File: config.mk
export PLATFORM = sky130hd
export DESIGN_NAME = dds_sweep_ctrl
export DESIGN_NICKNAME = d
export VERILOG_FILES = /design/src/rtl/dds_sweep_ctrl_pkg.sv /design/src/rtl/dds_sweep_ctrl_dwell_counter.sv /design/src/rtl/dds_sweep_ctrl.sv
export SDC_FILE = /design/constraint.sdc
export NUM_CORES = 1
export LEC_CHECK = 0
export CORE_ASPECT_RATIO = 2
export CORE_MARGIN = 2
export CORE_UTILIZATION = 25
export DETAILED_ROUTE_END_ITERATION = 8
export HOLD_SLACK_MARGIN = 0.03
export SLEW_MARGIN = 20
export SYNTH_ARGS = -nofsm -noshare
export SYNTH_HDL_FRONTEND = slang
export SYNTH_SLANG_ARGS = --single-unit
File: constraint.sdc
create_clock -name clk -period 5.3 [get_ports clk]
set_input_delay 1.325 -clock clk [delete_from_list [all_inputs] [get_ports clk]]
set_output_delay 1.325 -clock clk [all_outputs]
set_load 0.01 [all_outputs]
File: src/rtl/dds_sweep_ctrl_pkg.sv
// dds_sweep_ctrl_pkg: mode and state encodings shared by the sweep controller.
package dds_sweep_ctrl_pkg;
  typedef enum logic [1:0] {
    MODE_SINGLE = 2'b00,
    MODE_SAW    = 2'b01,
    MODE_TRI    = 2'b10,
    MODE_RSVD   = 2'b11
  } mode_e;
  typedef enum logic [1:0] {
    IDLE   = 2'b00,
    RUN_UP = 2'b01,
    RUN_DN = 2'b10
  } state_e;
endpackage

File: src/rtl/dds_sweep_ctrl_dwell_counter.sv
// dwell_counter: per-step tick counter, load has priority over decrement.
module dwell_counter #(
  parameter int DW = 16
) (
  input  logic          clk,
  input  logic          rst_n,
  input  logic          load,
  input  logic          dec,
  input  logic [DW-1:0] load_val,
  output logic          zero
);
  logic [DW-1:0] cnt_q, cnt_d;
  always_comb cnt_d = load ? load_val : dec ? cnt_q - DW'(1) : cnt_q;
  always_ff @(posedge clk or negedge rst_n)
    if (!rst_n) cnt_q <= '0;
    else cnt_q <= cnt_d;
  assign zero = cnt_q == '0;
endmodule

File: src/rtl/dds_sweep_ctrl.sv
// dds_sweep_ctrl: linear chirp generator driving the DDS phase increment.
module dds_sweep_ctrl import dds_sweep_ctrl_pkg::*; #(
  parameter int M  = 16,
  parameter int DW = 16
) (
  input  logic          clk,
  input  logic          rst_n,
  input  logic          start,
  input  logic          abort,
  input  logic [1:0]    mode,
  input  logic [M-1:0]  p_start,
  input  logic [M-1:0]  p_stop,
  input  logic [M-1:0]  p_step,
  input  logic [DW-1:0] dwell,
  input  logic          tick,
  output logic [M-1:0]  P,
  output logic          val_out,
  output logic          busy,
  output logic          done
);
  state_e        state_q, state_d;
  mode_e         mode_q, mode_d;
  logic [M-1:0]  start_q, start_d, stop_q, stop_d, step_q, step_d, p_q, p_d;
  logic [DW-1:0] dwell_q, dwell_d;
  logic          val_q, val_d, done_q, done_d;
  logic          go, step_evt, cnt_zero, at_top, at_bot, is_single, tri_turn;
  logic [M:0]    up_sum;
  logic [M-1:0]  up_val, dn_val;
  assign busy      = state_q != IDLE;
  assign go        = start && !abort && state_q == IDLE;
  assign step_evt  = tick && busy && cnt_zero && !abort;
  assign is_single = !(mode_q == MODE_SAW || mode_q == MODE_TRI);
  assign tri_turn  = mode_q == MODE_TRI && step_q != '0;
  assign at_top    = p_q == stop_q || step_q == '0;
  assign at_bot    = p_q == start_q;
  assign up_sum    = {1'b0, p_q} + {1'b0, step_q};
  assign up_val    = up_sum >= {1'b0, stop_q} ? stop_q : up_sum[M-1:0];
  // At the top of a triangle p_q equals stop_q, so dn_val doubles as the turnaround value.
  assign dn_val    = step_q >= p_q - start_q ? start_q : p_q - step_q;
  dwell_counter #(.DW(DW)) u_dwell (
    .clk      (clk),
    .rst_n    (rst_n),
    .load     (go || step_evt),
    .dec      (tick && busy && !cnt_zero),
    .load_val (go ? (dwell == '0 ? DW'(0) : dwell - DW'(1)) : dwell_q - DW'(1)),
    .zero     (cnt_zero)
  );
  always_ff @(posedge clk or negedge rst_n)
    if (!rst_n) state_q <= IDLE;
    else state_q <= state_d;
  always_comb begin
    state_d = state_q;
    if (abort) state_d = IDLE;
    else if (go) state_d = RUN_UP;
    else if (step_evt && state_q == RUN_UP && at_top)
      state_d = is_single ? IDLE : tri_turn ? RUN_DN : RUN_UP;
    else if (step_evt && state_q == RUN_DN && at_bot) state_d = RUN_UP;
  end
  always_comb begin
    mode_d  = go ? mode_e'(mode) : mode_q;
    start_d = go ? (p_stop < p_start ? p_stop : p_start) : start_q;
    stop_d  = go ? (p_stop < p_start ? p_start : p_stop) : stop_q;
    step_d  = go ? p_step : step_q;
    dwell_d = go ? (dwell == '0 ? DW'(1) : dwell) : dwell_q;
    p_d     = go ? start_d : !step_evt ? p_q :
              state_q == RUN_DN ? (at_bot ? up_val : dn_val) :
              !at_top ? up_val : mode_q == MODE_SAW ? start_q : tri_turn ? dn_val : p_q;
    val_d   = tick && busy && !abort;
    done_d  = (abort && busy) || (step_evt && state_q == RUN_UP && at_top && is_single);
  end
  always_ff @(posedge clk or negedge rst_n)
    if (!rst_n) begin
      mode_q  <= MODE_SINGLE;
      start_q <= '0;
      stop_q  <= '0;
      step_q  <= '0;
      dwell_q <= '0;
      p_q     <= '0;
      val_q   <= 1'b0;
      done_q  <= 1'b0;
    end else begin
      mode_q  <= mode_d;
      start_q <= start_d;
      stop_q  <= stop_d;
      step_q  <= step_d;
      dwell_q <= dwell_d;
      p_q     <= p_d;
      val_q   <= val_d;
      done_q  <= done_d;
    end
  assign P       = p_q;
  assign val_out = val_q;
  assign done    = done_q;
endmodule

== Word level (Yosys, flattened, before mapping) ==
Index checks and enable logic that the tools add are counted.
Operators by class
  add/subtract/negate cells: 6
  $mul: 0
  div/mod/pow operators: 0
  $lt $le $gt $ge: 3
  equality and inequality tests: 7
  shift-type cells: 0
  muxes and demuxes: 23
  bitwise logic cells: 0
  reductions and logical operators: 31
Operators by type and width (number)
  $mux W16: 17
  $logic_not A16 Y1: 3
  $sub A16 B1 Y16 const B: 3
  $eq A16 B16 Y1: 2
  $sub A16 B16 Y16: 2
  $add A16 B16 Y17: 1
  $ge A17 B16 Y1: 1
  $ge A16 B16 Y1: 1
  $lt A16 B16 Y1: 1
  $reduce_bool A16 Y1: 1
  $logic_and A1 B1 Y1: 14
  $mux W2: 6
  $reduce_bool A2 Y1: 3
  $ne A5 B2 Y1 const B: 1
  $eq A2 B1 Y1 const B: 2
  $eq A2 B2 Y1 const B: 2
  $logic_or A1 B1 Y1: 4
  $reduce_bool A4 Y1: 1
  $logic_not A1 Y1: 3
  $logic_not A2 Y1: 1
  $reduce_and A2 Y1: 1
Word-level totals
  bits in registers: 102
  latch bits: 0
  RAM bits: 0
  ROM bits: 0
  bits of input ports: 71
  output and inout bits: 19
  word-level logic and storage cells: 80
  memories: 0

== Longest topological paths before layout ==
Gate-level depths: netlist of run 1.
  word-level depth: 10
  gate-level depth with buffers: 22
  depth with buffers taken out: 21

== Cells and area by module ==
A second synthesis of run 1 with hierarchy kept.
Second synthesis, totals
  cells, all modules: 1181
  area total of the unflattened synthesis: 9701.8 um^2
Modules (own cells, without submodules)
  dds_sweep_ctrl: instances 1, cells an instance 1069, area each 8675.8 um^2, seq. area each 2152.1 um^2
  dwell_counter: instances 1, cells an instance 112, area each 1026.0 um^2, seq. area each 400.4 um^2

== Worst setup path after synthesis of run 1 ==
Ideal clock, no wire load.
  path kind: register to register
  start point: register p_q[0] (netlist: P[0])
  end point: register p_q[6] (netlist: P[6])
  setup time: 126 ps
  arrival: 4490 ps
  data required time: 5174 ps
  setup slack: 684 ps
  stages on the path, launching flop included: 22
  path buffers: 1
  period minus slack after synthesis: 4616 ps
  cell sequence: dfrtp_1 > inv_1 > ha_1 > inv_1 > fa_1 > a21o_1 > a21oi_1 > o21bai_1 > a21oi_1 > o21bai_1 > a21oi_1 > o21ai_0 > xnor2_1 > ha_1 > and4_1 > or3b_2 > o311a_1 > nand2_1 > clkbuf_1 > mux2i_1 > o22ai_1 > o32a_1
Between the ends
  word-level cells in the longest chain between the ends: 9
  elaborated cells on any way between the ends: 19
  classes of those cells: add/sub: 3; order compare: 2; eq/ne: 3; mux: 9; reduce/logical: 2
RTL lines
  start, declared: RTL line dds_sweep_ctrl.sv:23  | logic [M-1:0] start_q, start_d, stop_q, stop_d, step_q, step_d, p_q, p_d;
  start signal, assigned: RTL line dds_sweep_ctrl.sv:87  | p_q <= p_d;
  $sub A16 B16 Y16: RTL line dds_sweep_ctrl.sv:39  | assign dn_val = step_q >= p_q - start_q ? start_q : p_q - step_q;
  $ge A16 B16 Y1: RTL line dds_sweep_ctrl.sv:39
  $mux W16: RTL line dds_sweep_ctrl.sv:39
  $mux W16 (3 in series): RTL line dds_sweep_ctrl.sv:67  | !at_top ? up_val : mode_q == MODE_SAW ? start_q : tri_turn ? dn_val : p_q;
  $mux W16: RTL line dds_sweep_ctrl.sv:66  | state_q == RUN_DN ? (at_bot ? up_val : dn_val) :
  $mux W16 (2 in series): RTL line dds_sweep_ctrl.sv:65  | p_d = go ? start_d : !step_evt ? p_q :
Parallel ways exist; a longest one is shown, timed or not. The select of a mux whose other input is x is not followed.
A chain may end at the register's enable or synchronous reset.

== Worst setup path after layout of run 1 ==
  start point: register p_q[1] (netlist: P[1])
  end point: register p_q[8] (netlist: P[8])
Same word-level chain as after synthesis.

==> impl_metrics.py, run 1 <==
metrics = {
    "status": {
        "status": "finished, final reports clean",
    },
    "timing": {
        "maxSlewHeadroom": 0.310,
        "drv_slew": 0,
        "tightest_slew_ns": 1.04,
        "tns_ns": 0,
        "finalCritPeriodShare": 0.943,
        "max_freq_mhz": 200,
        "finClkSkew_ns": 0.0101,
        "finalHoldViolations": 0,
        "rsz0062_at_grt": "no",
        "setup_viol": 0,
        "period_needed_ns": 5.00,
        "whs_ns": 0.489,
    },
    "final_layout": {
        "design_area_um2": 11700,
        "multi_input_area_um2": 6750,
        "num-nets-final": 1498,
        "final_layout_size_suffix_gt1_frac": 0.0572,
        "seqCellArea_um2": 2550,
        "area_growth_pct": 18.8,
        "fill_cells": 4270,
        "stdcell_count": 1854,
        "diodes": 0,
    },
    "logic_synthesis": {
        "synth_top_flop_cell": "dfrtp_1",
        "yosysSeqAreaShare": 0.259,
        "syn-cell-area_um2": 9870,
        "synth_cell_types": 78,
        "synth.area.top_cells": "dfrtp_1 (26%), ha_1 (13%), nand2_1 (5.5%)",
        "ys_seq_elements": 102,
        "yosysTopAreaCell": "dfrtp_1",
        "synth_edf_count": 0,
        "synth_cells": 1245,
        "synthArstFlopShare": 1.00,
        "yosysMostFrequentCell": "nand2_1",
        "synth-warning-count": 0,
        "synth_commonest_cells": "nand2_1 (145), o21ai_0 (107), dfrtp_1 (102)",
        "syn_area_per_cell_um2": 7.93,
        "synth_top_area_frac": 0.259,
        "syn-num-nets": 1419,
    },
    "setup_path": {
        "crit_arrival_ns": 5.29,
        "critical_path_class": "register to register",
        "worstPathRequired_ns": 5.60,
        "crit_buf_inv": 0,
        "cpPeakStageDelay_ns": 0.55,
        "crit_slowest_cell": "dfrtp_1",
        "path_cells": "ha_1, nor2b_1, o21a_1, o21ai_0, a211oi_1, nor3_1, nor4_1, o211ai_1, nor3b_1, ha_1, and4_1, or3b_2, o311a_2, a21oi_1, o21ai_0, o221a_2, a21oi_1",
        "endpoint_kind": "register",
        "critPathLaunchType": "register",
        "worstPathMaxFanout": 14,
        "cp_top_family": "compound AO/OA/AOI/OAI gates",
    },
    "floorplan": {
        "coreArea_um2": 39200,
        "fp.dieW_um": 145,
        "die_area_um2": 41200,
        "ios": 90,
        "die_y_um": 285,
        "rows": 103,
        "initial_core_util": 0.252,
    },
    "clock_tree": {
        "cts_buffers": 9,
        "cts_setup_buffers": 0,
        "clock_latency_ns": 0.37,
        "cts_max_level": 3,
        "path_clk_slew_ns": 0.08,
        "numClockSinks": 102,
        "cts_root_buffer": "clkbuf_16",
        "cts_buffer_depth": 2,
        "hold_buffers": 0,
        "tritoncts": "built",
    },
    "placed_design": {
        "placed_area_um2": 11400,
        "place.gp.congestion": 0.924,
        "hpwl_um": 25400,
        "dpl.cell_count": 1838,
        "io_buffers": 89,
    },
    "drt": {
        "avgViaCountPerCell": 5.12,
        "drt_iter0_markers": 778,
        "vias": 9492,
        "first_pass_iters": 5,
        "drcViolationCount": 0,
        "routed_wl_um": 31800,
        "post_drt_wl_per_cell_um": 17.2,
        "antenna_left": 0,
    },
    "global_route": {
        "grtUsageTotal": 0.154,
        "grt_pass1_vias": 8892,
        "grt_max_degree": 79,
        "grt_overflow": 0,
        "antenna_found_initial": 0,
        "grt_pass1_wl_um": 49900,
    },
    "power": {
        "switchingPower_uw": 3480,
        "seq_power_share": 0.185,
        "switching_share": 0.515,
        "p_int_uw": 3270,
        "total_leakage_power_uw": 0.00497,
        "p_comb_frac": 0.713,
        "ir_drop_v": 0.000302,
        "clkPwrFrac": 0.103,
        "power_density_nw_per_um2": 576,
    },
    "min_path": {
        "hp-class": "register to register",
    },
    "run": {
        "max-cap-violations": 0,
    },
}
## area by class of cell
type	count	area share
Multi-Input combinational cell	996	0.576
Sequential cell	102	0.218
Timing Repair Buffer	115	0.0935
Tap cell	525	0.0560
Inverter	100	0.0320
Clock buffer	9	0.0192
Clock inverter	7	0.00587
## stage by stage
stage / setup WS, ns / total power (µW) / utilization
CTS: 0.357 / 6670 / 0.299
floorplan: 0.684 / 4420 / -
global placement: 0.466 / 5920 / 0.292
global route: 0.0462 / 7320 / 0.299
finish: 0.304 / 6750 / 0.299
detailed placement: 0.380 / 5940 / 0.292
## sequential cells by signal, indices dropped and copies added (netlist names)
| register | flops |
|---|---|
| P | 16 |
| dwell_q | 16 |
| start_q | 16 |
| step_q | 16 |
| stop_q | 16 |
| u_dwell.cnt_q | 16 |
| mode_q | 2 |
| state_q | 2 |
| done | 1 |
| val_out | 1 |
## cell usage in the layout (no fill, tap or decap), types with 6 or more instances in the layout
cell,instances
nor2_1,83
or4_1,7
mux2_2,7
xnor2_1,41
o22ai_1,10
o31ai_1,9
a211oi_1,12
buf_4,26
a21o_1,17
a31oi_1,11
inv_1,100
a21oi_1,92
a221oi_1,9
nor2b_1,11
or3_1,14
dfrtp_1,102
mux2i_1,20
o21a_1,8
ha_1,100
nand4_1,7
nand2_1,145
nand3_1,35
clkdlybuf4s50_1,88
o21ai_0,107
nor4_1,17
o211ai_1,22
nand2b_1,14
xor2_1,41
o21bai_1,8
or2_2,6
nor3_1,39
clkbuf_16,9
## logic make-up (layout without fill, tap and decap cells)
logic type / after synthesis / after routing / synth area share
xor+xnor: 82 / 82 / 0.0728
mux: 27 / 27 / 0.0283
fa+ha+maj: 103 / 103 / 0.133
simple gates: 410 / 410 / 0.200
flops: 102 / 102 / 0.259
buf+inv: 147 / 231 / 0.0589
compound gates: 374 / 374 / 0.248
## final timing paths
path | startpoint | endpoint | slack (ns) | cells past startpoint
max | P[1] | P[8] | 0.30 | 17
min | start_q[13] | start_q[13] | 0.49 | 2
max reg2reg | P[1] | P[8] | 0.30 | 17
min reg2reg | start_q[13] | start_q[13] | 0.49 | 2
max in group asynchronous | rst_n | start_q[14] | 3.47 | 2
min in group asynchronous | rst_n | dwell_q[9] | 0.94 | 1
## power groups by stage
| stage | Clock (µW) | Combinational, µW | Sequential, µW |
|---|---|---|---|
| finish | 693 | 4810 | 1250 |
| global route | 748 | 5300 | 1270 |
| CTS | 710 | 4720 | 1240 |
| detailed placement | 0 | 4690 | 1250 |
| global placement | 0 | 4670 | 1250 |
| floorplan | 0 | 3220 | 1200 |
## tightest hold or removal path, cell delays in order, from the launching register on
cell	delay, ns
dfrtp_1	0.34
nand2_1	0.05
o21ai_0	0.06
## per-layer routing
layer  global-route usage  vias to the layer above  routed length (µm)
li1                     -                     4667                   -
met1                0.229                     4422               15200
met2                0.230                      357               13800
met3               0.0227                       46                2130
met4               0.0451                        0                 715
met5                    0                        -                   0
## timing repair
item,in CTS,in global routing
hold endpoints to repair,0,0
resized for setup,0,1
setup endpoints to repair,0,4
No activity file was read; power rests on OpenSTA's default activity.
==> inputs of run 2 (changes only) <==
--- a/config.mk
+++ b/config.mk
@@ -6,8 +6,8 @@
 export NUM_CORES = 1
 export LEC_CHECK = 0
 export CORE_ASPECT_RATIO = 2
-export CORE_MARGIN = 2
 export CORE_UTILIZATION = 25
+export CTS_BUF_LIST = sky130_fd_sc_hd__clkbuf_8
 export DETAILED_ROUTE_END_ITERATION = 8
 export HOLD_SLACK_MARGIN = 0.03
 export SLEW_MARGIN = 20
==> run 2 against run 1 <==
Effect of this change:
- sequential power is essentially flat
- final cell count shrank 0.22%
- combinational power grew 3%
- clock skew grew 0.012 ns
- clock power shrank 22%
- worst hold slack gained 0.0061 ns
- worst setup slack gained 0.0036 ns
- first-iteration DRC count shrank 25%
- flip-flop and latch count is the same
- non-clock buffer count is the same
- register-to-register slack is essentially flat
- via count grew 4.9%
==> impl_metrics.py, run 2 (synthesis gave the netlist of run 1 again) <==
metrics = {
    "floorplan": {
        "coreArea_um2": 38800,
        "die_y_um": 283,
        "rows": 102,
        "ios": 90,
        "initial_core_util": 0.254,
        "die_area_um2": 40300,
        "fp.dieW_um": 143,
    },
    "setup_path": {
        "cp.depth": 21,
        "crit_top_cell": "a21oi_1",
        "endpoint_kind": "register",
        "worstPathMaxFanout": 13,
        "critPathLaunchType": "register",
        "cp_top_family": "compound AO/OA/AOI/OAI gates",
        "reg2reg_from": "P[0]",
        "crit_arrival_ns": 5.37,
        "cpPeakStageDelay_ns": 0.47,
        "critPathCapture": "P[8]",
        "path_cells": "inv_1, ha_1, inv_1, fa_1, a21o_1, a21oi_1, o21bai_1, a21oi_1, o21bai_1, a21oi_2, o21ai_0, xnor2_1, ha_1, and4_1, or3b_2, o311a_1, buf_4, a21oi_1, o21ai_0, o221a_2, a21oi_1",
        "critical_path_class": "register to register",
        "crit_slowest_cell": "or3b_2",
        "r2r_setup_slack_ns": 0.31,
        "crit_buf_inv": 3,
        "worstPathRequired_ns": 5.68,
        "r2r-end": "P[8]",
        "ff2ff_path_depth": 21,
        "startpoint": "P[0]",
    },
    "timing": {
        "max_freq_mhz": 200,
        "setup_viol": 0,
        "setup_slack_ns": 0.308,
        "finalCritPeriodShare": 0.942,
        "finClkSkew_ns": 0.0221,
        "tightest_slew_ns": 1.05,
        "rsz0062_at_grt": "no",
        "maxSlewHeadroom": 0.293,
        "finalHoldViolations": 0,
        "period_needed_ns": 4.99,
        "drv_slew": 0,
        "tns_ns": 0,
    },
    "drt": {
        "avgViaCountPerCell": 5.38,
        "vias": 9954,
        "first_pass_iters": 5,
        "routed.top_layer": "met4",
        "drt_iter0_markers": 581,
        "wl_met1_um": 13000,
        "routed_wl_um": 39800,
        "antenna_left": 0,
        "wl_met3_um": 1870,
        "drcViolationCount": 0,
        "post_drt_wl_per_cell_um": 21.5,
        "route.met2.wl_um": 21100,
    },
    "power": {
        "total_leakage_power_uw": 0.00494,
        "ir_drop_v": 0.000199,
        "power_density_nw_per_um2": 582,
    },
    "placed_design": {
        "placed_area_um2": 11400,
        "io_buffers": 89,
        "hpwl_um": 32200,
        "dp_worst_setup_slack_ns": 0.292,
        "place.gp.congestion": 1.04,
    },
    "clock_tree": {
        "cts_root_buffer": "clkbuf_8",
        "cts_resized": 0,
        "numClockSinks": 102,
        "clock_latency_ns": 0.45,
        "path_clk_slew_ns": 0.13,
        "tritoncts": "built",
        "cts_buffers": 9,
        "cts_buffer_depth": 2,
        "hold_buffers": 0,
        "cts_setup_buffers": 0,
        "cts_max_level": 3,
    },
    "final_layout": {
        "final_layout_size_suffix_gt1_frac": 0.0579,
        "area_growth_pct": 17.8,
        "design_area_um2": 11600,
        "final_cell_mix": "nand2_1 (144), o21ai_0 (107), dfrtp_1 (102)",
        "final_common_cell": "nand2_1",
        "num-nets-final": 1498,
    },
    "run": {
        "max-cap-violations": 0,
    },
    "min_path": {
        "hp-class": "register to register",
    },
    "global_route": {
        "antenna_found_initial": 1,
        "grt_pass1_vias": 10415,
        "grt_overflow": 0,
        "grt_pass1_wl_um": 60500,
        "grt_max_degree": 79,
        "grtUsageTotal": 0.202,
    },
    "status": {
        "status": "finished, final reports clean",
    },
}
## run 2: how the worst min path moves through the flow
stage | startpoint | end | slack (ns) | depth (start not counted)
final | start_q[8] | start_q[8] | 0.50 | 2
after global routing | start_q[8] | start_q[8] | 0.52 | 2
after CTS | start_q[8] | start_q[8] | 0.50 | 2
after detailed placement | start_q[8] | start_q[8] | 0.48 | 2
after global placement | start_q[7] | start_q[7] | 0.47 | 2
after floorplan | u_dwell.cnt_q[10] | u_dwell.cnt_q[10] | 0.45 | 1
## run 2: power by group
part	internal (µW)	total (µW)	leakage [µW]	switching (µW)
combinational	1990	4950	0.00360	2960
sequential	962	1280	0.00124	320
clock	182	542	0.0000978	359
total	3130	6770	0.00494	3640
## run 2: through the flow
step | utilization | total power [µW] | cells | hold WS, ns
2_1_floorplan | - | 4420 | 1245 | 0.449
3_3_place_gp | 0.294 | 6060 | 1833 | 0.467
3_5_place_dp | 0.294 | 6100 | 1833 | 0.476
4_1_cts | 0.299 | 6660 | 1849 | 0.501
5_1_grt | 0.300 | 7290 | 1850 | 0.517
6_report | 0.300 | 6770 | 1850 | 0.495
## run 2: final cells by class
| class | count | area [µm²] |
|---|---|---|
| fill | 4186 | 27200 |
| multi-input combinational | 996 | 6760 |
| sequential | 102 | 2550 |
| timing repair buffer | 115 | 1100 |
| tap | 520 | 651 |
| inverter | 100 | 375 |
| clock buffer | 9 | 124 |
| clock inverter | 7 | 67.6 |
| antenna | 1 | 2.50 |
## run 2: per-layer routing
layer  vias to the layer above  track usage
met5                         -            0
met4                         0        0.181
met3                       169       0.0353
met2                       375        0.376
met1                      4746        0.181
li1                       4664            -
## run 2: worst reg2reg max path, stage by stage, from the launching register on
cell	delay (ns)
dfrtp_1	0.44
inv_1	0.10
ha_1	0.17
inv_1	0.06
fa_1	0.41
a21o_1	0.18
a21oi_1	0.21
o21bai_1	0.11
a21oi_1	0.24
o21bai_1	0.12
a21oi_2	0.27
o21ai_0	0.19
xnor2_1	0.17
ha_1	0.27
and4_1	0.21
or3b_2	0.47
o311a_1	0.16
buf_4	0.20
a21oi_1	0.30
o21ai_0	0.19
o221a_2	0.30
a21oi_1	0.14
